==> config.mk <==
export PLATFORM = sky130hd
export DESIGN_NAME = univ_shift_register
export DESIGN_NICKNAME = d
export VERILOG_FILES = /design/src/rtl/univ_shift_register.sv
export SDC_FILE = /design/constraint.sdc
export NUM_CORES = 1
export LEC_CHECK = 0
export ABC_AREA = 1
export CORE_ASPECT_RATIO = 2
export CORE_MARGIN = 2
export CORE_UTILIZATION = 28
export CTS_CLUSTER_SIZE = 8
export DETAILED_ROUTE_END_ITERATION = 6
export PLACE_DENSITY = 0.53
export SYNTH_ARGS = -nofsm -noshare
export SYNTH_HDL_FRONTEND = slang
export SYNTH_SLANG_ARGS = --single-unit
==> constraint.sdc <==
create_clock -name clk -period 0.9 [get_ports clk]
set_input_delay 0.135 -clock clk [delete_from_list [all_inputs] [get_ports clk]]
set_output_delay 0.135 -clock clk [all_outputs]
set_load 0.02 [all_outputs]
==> src/rtl/univ_shift_register.sv <==
// Parametrised universal shift register: hold, shift left/right, parallel load,
// with a shift counter that pulses word_done on each completed WIDTH-bit word.
// Optional rotate input when UNIV_SHIFT_ROTATE_EN is defined.
module univ_shift_register #(
    parameter int unsigned       WIDTH       = 8,
    parameter logic [WIDTH-1:0]  RESET_VALUE = '0
) (
    input  logic                         clk,
    input  logic                         rst,
    input  logic                         en,
    input  logic [1:0]                   mode,
    input  logic                         serial_in_l,
    input  logic                         serial_in_r,
    input  logic [WIDTH-1:0]             parallel_in,
`ifdef UNIV_SHIFT_ROTATE_EN
    input  logic                         rotate,
`endif
    output logic [WIDTH-1:0]             q,
    output logic                         serial_out_msb,
    output logic                         serial_out_lsb,
    output logic [$clog2(WIDTH+1)-1:0]   shift_count,
    output logic                         word_done
);

    localparam int unsigned    CW   = $clog2(WIDTH + 1);
    localparam logic [CW-1:0]  LAST = CW'(WIDTH - 1);

    typedef enum logic [1:0] {
        MODE_HOLD  = 2'b00,
        MODE_SHL   = 2'b01,
        MODE_SHR   = 2'b10,
        MODE_LOAD  = 2'b11
    } mode_e;

    mode_e           mode_sel;
    logic            rot;
    logic            fill_l;
    logic            fill_r;
    logic [WIDTH-1:0] q_next;
    logic [CW-1:0]   count_next;
    logic            done_next;

    assign mode_sel = mode_e'(mode);

`ifdef UNIV_SHIFT_ROTATE_EN
    assign rot = rotate;
`else
    assign rot = 1'b0;
`endif

    // While rotating, the bit leaving one end re-enters at the other.
    assign fill_l = rot ? q[WIDTH-1] : serial_in_l;
    assign fill_r = rot ? q[0]       : serial_in_r;

    always_comb begin
        q_next     = q;
        count_next = shift_count;
        done_next  = 1'b0;
        if (en) begin
            unique case (mode_sel)
                MODE_HOLD: begin
                    q_next = q;
                end
                MODE_SHL: begin
                    q_next = {q[WIDTH-2:0], fill_l};
                end
                MODE_SHR: begin
                    q_next = {fill_r, q[WIDTH-1:1]};
                end
                MODE_LOAD: begin
                    q_next     = parallel_in;
                    count_next = '0;
                end
            endcase
            if (mode_sel == MODE_SHL || mode_sel == MODE_SHR) begin
                if (shift_count == LAST) begin
                    count_next = '0;
                    done_next  = 1'b1;
                end else begin
                    count_next = shift_count + 1'b1;
                end
            end
        end
    end

    always_ff @(posedge clk or posedge rst) begin
        if (rst) begin
            q           <= RESET_VALUE;
            shift_count <= '0;
            word_done   <= 1'b0;
        end else begin
            q           <= q_next;
            shift_count <= count_next;
            word_done   <= done_next;
        end
    end

    assign serial_out_msb = q[WIDTH-1];
    assign serial_out_lsb = q[0];

endmodule

==> Yosys cells after proc, flatten, opt, wreduce, memory -nomap -nowiden <==
Index checks and enable logic that the tools add are counted.
{ "word_totals": {"reg_bits": 13, "inputBits": 15, "out_inout_bits": 15, "wordCells": 21} }
{ "op_classes": {"addsub": 1, "n_eq_ne": 4, "mux": 7, "n_bitwise": 1, "n_reduce_logical": 5} }
{ "op_table": {"columns": ["operator", "count"], "rows": [
  ["case mux 8 bit (3 select lines)", 1],
  ["2-to-1 mux 4 bit", 3],
  ["adder 4 x 1 -> 4 bit, second input constant", 1],
  ["== test 2 bit, second input constant", 2],
  ["== test 4 x 3 -> 1 bit, second input constant", 1],
  ["AND reduction 2 bit", 2],
  ["2-to-1 mux 1 bit", 3],
  ["== test 2 x 1 -> 1 bit, second input constant", 1],
  ["zero test 2 bit", 1],
  ["nonzero test 2 bit", 1],
  ["logical OR 1 bit", 1],
  ["inverter 1 bit", 1]
]} }

==> Longest topological paths before layout <==
{ "depth": {"depth_word": 4, "depth_mapped": 9, "mapped_depth_nobuf": 8} }

==> Worst setup path after synthesis <==
OpenSTA, ideal clock, no wires.
{ "synth_path": {"path_kind": "reg2reg", "start": "reg shift_count[0]", "end": "reg shift_count[3]", "setup_time_ns": 0.117, "arrival_time_ns": 1.034, "required_time_ns": 0.783, "slack_ns": -0.251, "path_stages_with_launch": 7, "n_path_buf": 0, "synth_period_minus_slack_ns": 1.151, "cell_sequence": "dfrtp_1 > ha_1 > nand2_1 > nor2_1 > nor2_1 > nand2_1 > nand2_1"} }
{ "synth_between": {"elab_chain_len": 3, "word_cells_on_any_way": 4, "classes_between": "1 x add/sub; 1 x eq/ne; 2 x mux"} }
{ "synth_lines": {"columns": ["element", "line_no", "rtl"], "rows": [
  ["from (decl)", "21", "output logic [$clog2(WIDTH+1)-1:0] shift_count,"],
  ["from (signal assigned)", "93", "shift_count <= count_next;"],
  ["adder 4 x 1 -> 4 bit / == test 4 x 3 -> 1 bit (equally long branches)", "80, 76", null],
  ["2-to-1 mux 4 bit *", "76", "if (shift_count == LAST) begin"],
  ["2-to-1 mux 4 bit *", "75", "if (mode_sel == MODE_SHL || mode_sel == MODE_SHR) begin"]
]} }
Every way passes the cells marked *; elsewhere a longest branch is shown, timed or not.
A chain may end at the register's enable or synchronous reset.

==> Final worst setup path <==
{ "layout_path": {"start": "reg shift_count[0]", "end": "reg word_done"} }
{ "layout_between": {"elab_chain_len": 4} }
{ "layout_lines": {"columns": ["element", "line_no", "rtl"], "rows": [
  ["== test 4 x 3 -> 1 bit", "76", null],
  ["2-to-1 mux 1 bit", "76", null],
  ["2-to-1 mux 1 bit", "75", null],
  ["2-to-1 mux 1 bit", "59", "if (en) begin"],
  ["via done_next", "41", "logic done_next;"],
  ["to (signal assigned)", "94", "word_done <= done_next;"],
  ["to (decl)", "22", "output logic word_done"]
]} }
The timed path passes the listed nets, and every way through them passes these cells.

==> flow_summary.json <==
{
  "clk_path_buf_depth": 2,
  "dp_hpwl_um": 1680,
  "fin_ws_ns": -0.215,
  "ioPinCount": 30,
  "synth_mux_area_share_pct": 0,
  "rr_startpoint": "shift_count[0]",
  "synth_compound_area_share_pct": 0.603,
  "r2r-end": "word_done",
  "p_per_area_mw_per_mm2": 1600,
  "yosysTopAreaCell": "dfrtp_1",
  "ys_ff_latch": 13,
  "worst_pin_slew_ns": 0.194,
  "worstSetupEndpoint": "word_done",
  "synth_top_family_by_area": "simple AND/OR/NAND/NOR gates",
  "final_antenna_net_count": 0,
  "cts_hold_buffers": 0,
  "port_buffers": 29,
  "timing.setup.tns_ns": -2.06,
  "coreArea_mm2": 0.00291,
  "antenna_found_initial": 0,
  "gp_congestion": 0.753,
  "hold_violations": 0,
  "cts_tree": "built",
  "ys_warn_count": 0,
  "rsz0062_at_grt": "true",
  "startpoint": "shift_count[0]",
  "start_util_pct": 28.5,
  "cts_sinks": 13,
  "firstDrtPassIters": 3,
  "detailedPlace.worstSlack_ns": -0.634,
  "relSlewSlack_pct": 87.0,
  "diodes": 0,
  "max_freq_mhz": 897,
  "critPathSlowestCell": "dfrtp_2",
  "crit_type": "reg2reg",
  "cp_max_fo": 2,
  "ir_worst_vdd_mv": 1.19,
  "leakagePower_nw": 0.846,
  "grt_max_degree": 14,
  "status": "finished, violations left",
  "synth_xor_xnor_area_share_pct": 1.06,
  "drt-initial-drc-count": 13,
  "drv_slew": 0,
  "synth_top_area_share_pct": 39.2,
  "post-route-period-util_pct": 124,
  "cts_max_level": 1,
  "viasPerCell": 4.50,
  "die_x_um": 42.5,
  "dieHeight_um": 81.0,
  "num_rows": 28,
  "final-setup-viol-count": 22,
  "drive_gt1_share_pct": 42.9,
  "cap_violations": 0,
  "r2r_cells": 7,
  "track_usage_pct": 15.2,
  "synth-simple-area-share_pct": 41.5,
  "nets": 202,
  "numCtsBuffers": 3,
  "hold_class": "in2async",
  "required_ns": 1.05,
  "start_kind": "flop",
  "wl_um": 2410,
  "reg2reg_slack_ns": -0.22,
  "critPathMaxStageDelay_ns": 0.43,
  "drc_errors": 0,
  "wl_per_cell_um": 11.4,
  "root_buffer": "clkbuf_8",
  "worst-endpoint-arrival_ns": 1.26,
  "synth.avg_cell_area_um2": 6.58,
  "synthAdderAreaFrac_pct": 6.03,
  "period_needed_ns": 1.12,
  "synthDistinctLibCells": 14,
  "failed_checks": "setup timing",
  "grt_pass1_wl_um": 3960,
  "synth_nets": 145,
  "clk_pin_slew_ns": 0.06,
  "clkLatencyLatePin_ns": 0.25,
  "synthesis.area_um2": 830,
  "crit_path_end_kind": "flop",
  "synth_top_cells_by_area": "dfrtp_1, nand2_1, inv_1",
  "total_power_mw": 2.52,
  "die-area_mm2": 0.00344,
  "syn_to_final_growth_pct": 89.4,
  "vias": 953,
  "crit_path_cell_trace": "buf_12 -> ha_4 -> nand2_4 -> nor2_4 -> buf_4 -> nand2_2 -> nor2_1",
  "skew_ns": 0.00669,
  "syn_inst": 126,
  "final_core_util_pct": 54.0,
  "first_global_vias": 953,
  "ys_seq_area_share_pct": 39.2,
  "overflow": 0
}
-- synthesized netlist by cell type --
cell type / count
buf_2: 2
buf_4: 2
buf_6: 1
dfrtp_1: 13
ha_1: 4
inv_1: 14
inv_2: 2
nand2_1: 77
nand3_1: 3
nand4_1: 1
nor2_1: 3
nor2_4: 2
o21ai_0: 1
xnor2_1: 1
-- worst min-delay path by stage --
stage / from / to / slack [ns] / cells past startpoint
after floorplan: rst / q[0] / 0.01 / 1
after global placement: rst / q[1] / 0.45 / 3
after detailed placement: rst / q[1] / 0.45 / 3
after CTS: rst / word_done / 0.19 / 3
after global routing: rst / q[6] / 0.19 / 3
final: rst / q[0] / 0.18 / 3
-- cells in the final DEF (no fill, tap or decap) --
master,n
buf_12,2
buf_2,3
buf_4,11
buf_6,28
clkbuf_8,3
clkdlybuf4s15_2,1
clkdlybuf4s50_1,11
clkinv_2,1
dfrtp_1,10
dfrtp_2,3
dlygate4sd2_1,1
ha_4,4
inv_1,11
inv_2,3
inv_4,2
nand2_1,66
nand2_2,10
nand2_4,1
nand3_1,1
nand3_2,2
nand4_1,1
nor2_1,1
nor2_2,1
nor2_4,3
o21ai_1,1
xnor2_1,1
-- area by class of cell --
class / count / area, µm²
clock buffers: 3 / 41.3
well taps: 30 / 37.5
fillers: 286 / 1340
repair buffers: 57 / 583
inverters: 16 / 65.1
clock inverters: 1 / 5.00
multi-input cells: 92 / 510
flip-flops and latches: 13 / 329
-- timing repair --
item | CTS | global route
cloned | 0 | 0
resized for setup | 120 | 14
pin swaps | 16 | 9
setup endpoints to repair | 28 | 28
setup buffers | 9 | 3
-- layer usage --
| metal | vias to the layer above | track usage (%) | share of wire [%] | wire (µm) |
|---|---|---|---|---|
| met5 | - | 0 | 0 | 0 |
| met1 | 455 | 14.9 | 37 | 889 |
| li1 | 479 | - | - | - |
| met3 | 4 | 1.33 | 2.3 | 56 |
| met4 | 0 | 6.56 | 2.0 | 48 |
| met2 | 15 | 30.8 | 59 | 1420 |
-- worst max-delay path: cells and delay by family (launching register included) --
| family | cells | cell delay, ns |
|---|---|---|
| adders and majority gates | 1 | 0.16 |
| DFF | 1 | 0.43 |
| buffers and inverters | 2 | 0.25 |
| and+or+nand+nor | 4 | 0.16 |
-- report_power, final --
group	internal [mW]	leakage [nW]	switching, mW	total [mW]
combinational	0.681	0.654	0.517	1.20
clock	0.306	0.0255	0.233	0.540
sequential	0.681	0.166	0.102	0.782
-- registers in the layout, summed over array words and instances, names as in the netlist --
register,cells
q,8
shift_count,4
word_done,1
-- through the flow --
step	instances	hold slack [ns]	instance area (µm²)
finish	212	0.184	1570
global route	212	0.194	1570
CTS	209	0.189	1520
detailed placement	196	0.454	1300
global placement	196	0.454	1300
floorplan	126	0.0118	871
-- kinds of logic (layout without fill, tap and decap cells) --
group                      count (synthesis)  count (layout)
and+or+nand+nor                           86              86
buffers and inverters                     21              77
xor gates and xnor gates                   1               1
AOI/OAI and AO/OA                          1               1
DFF                                       13              13
adders and majority gates                  4               4
Power figures use the tool's default switching activity.
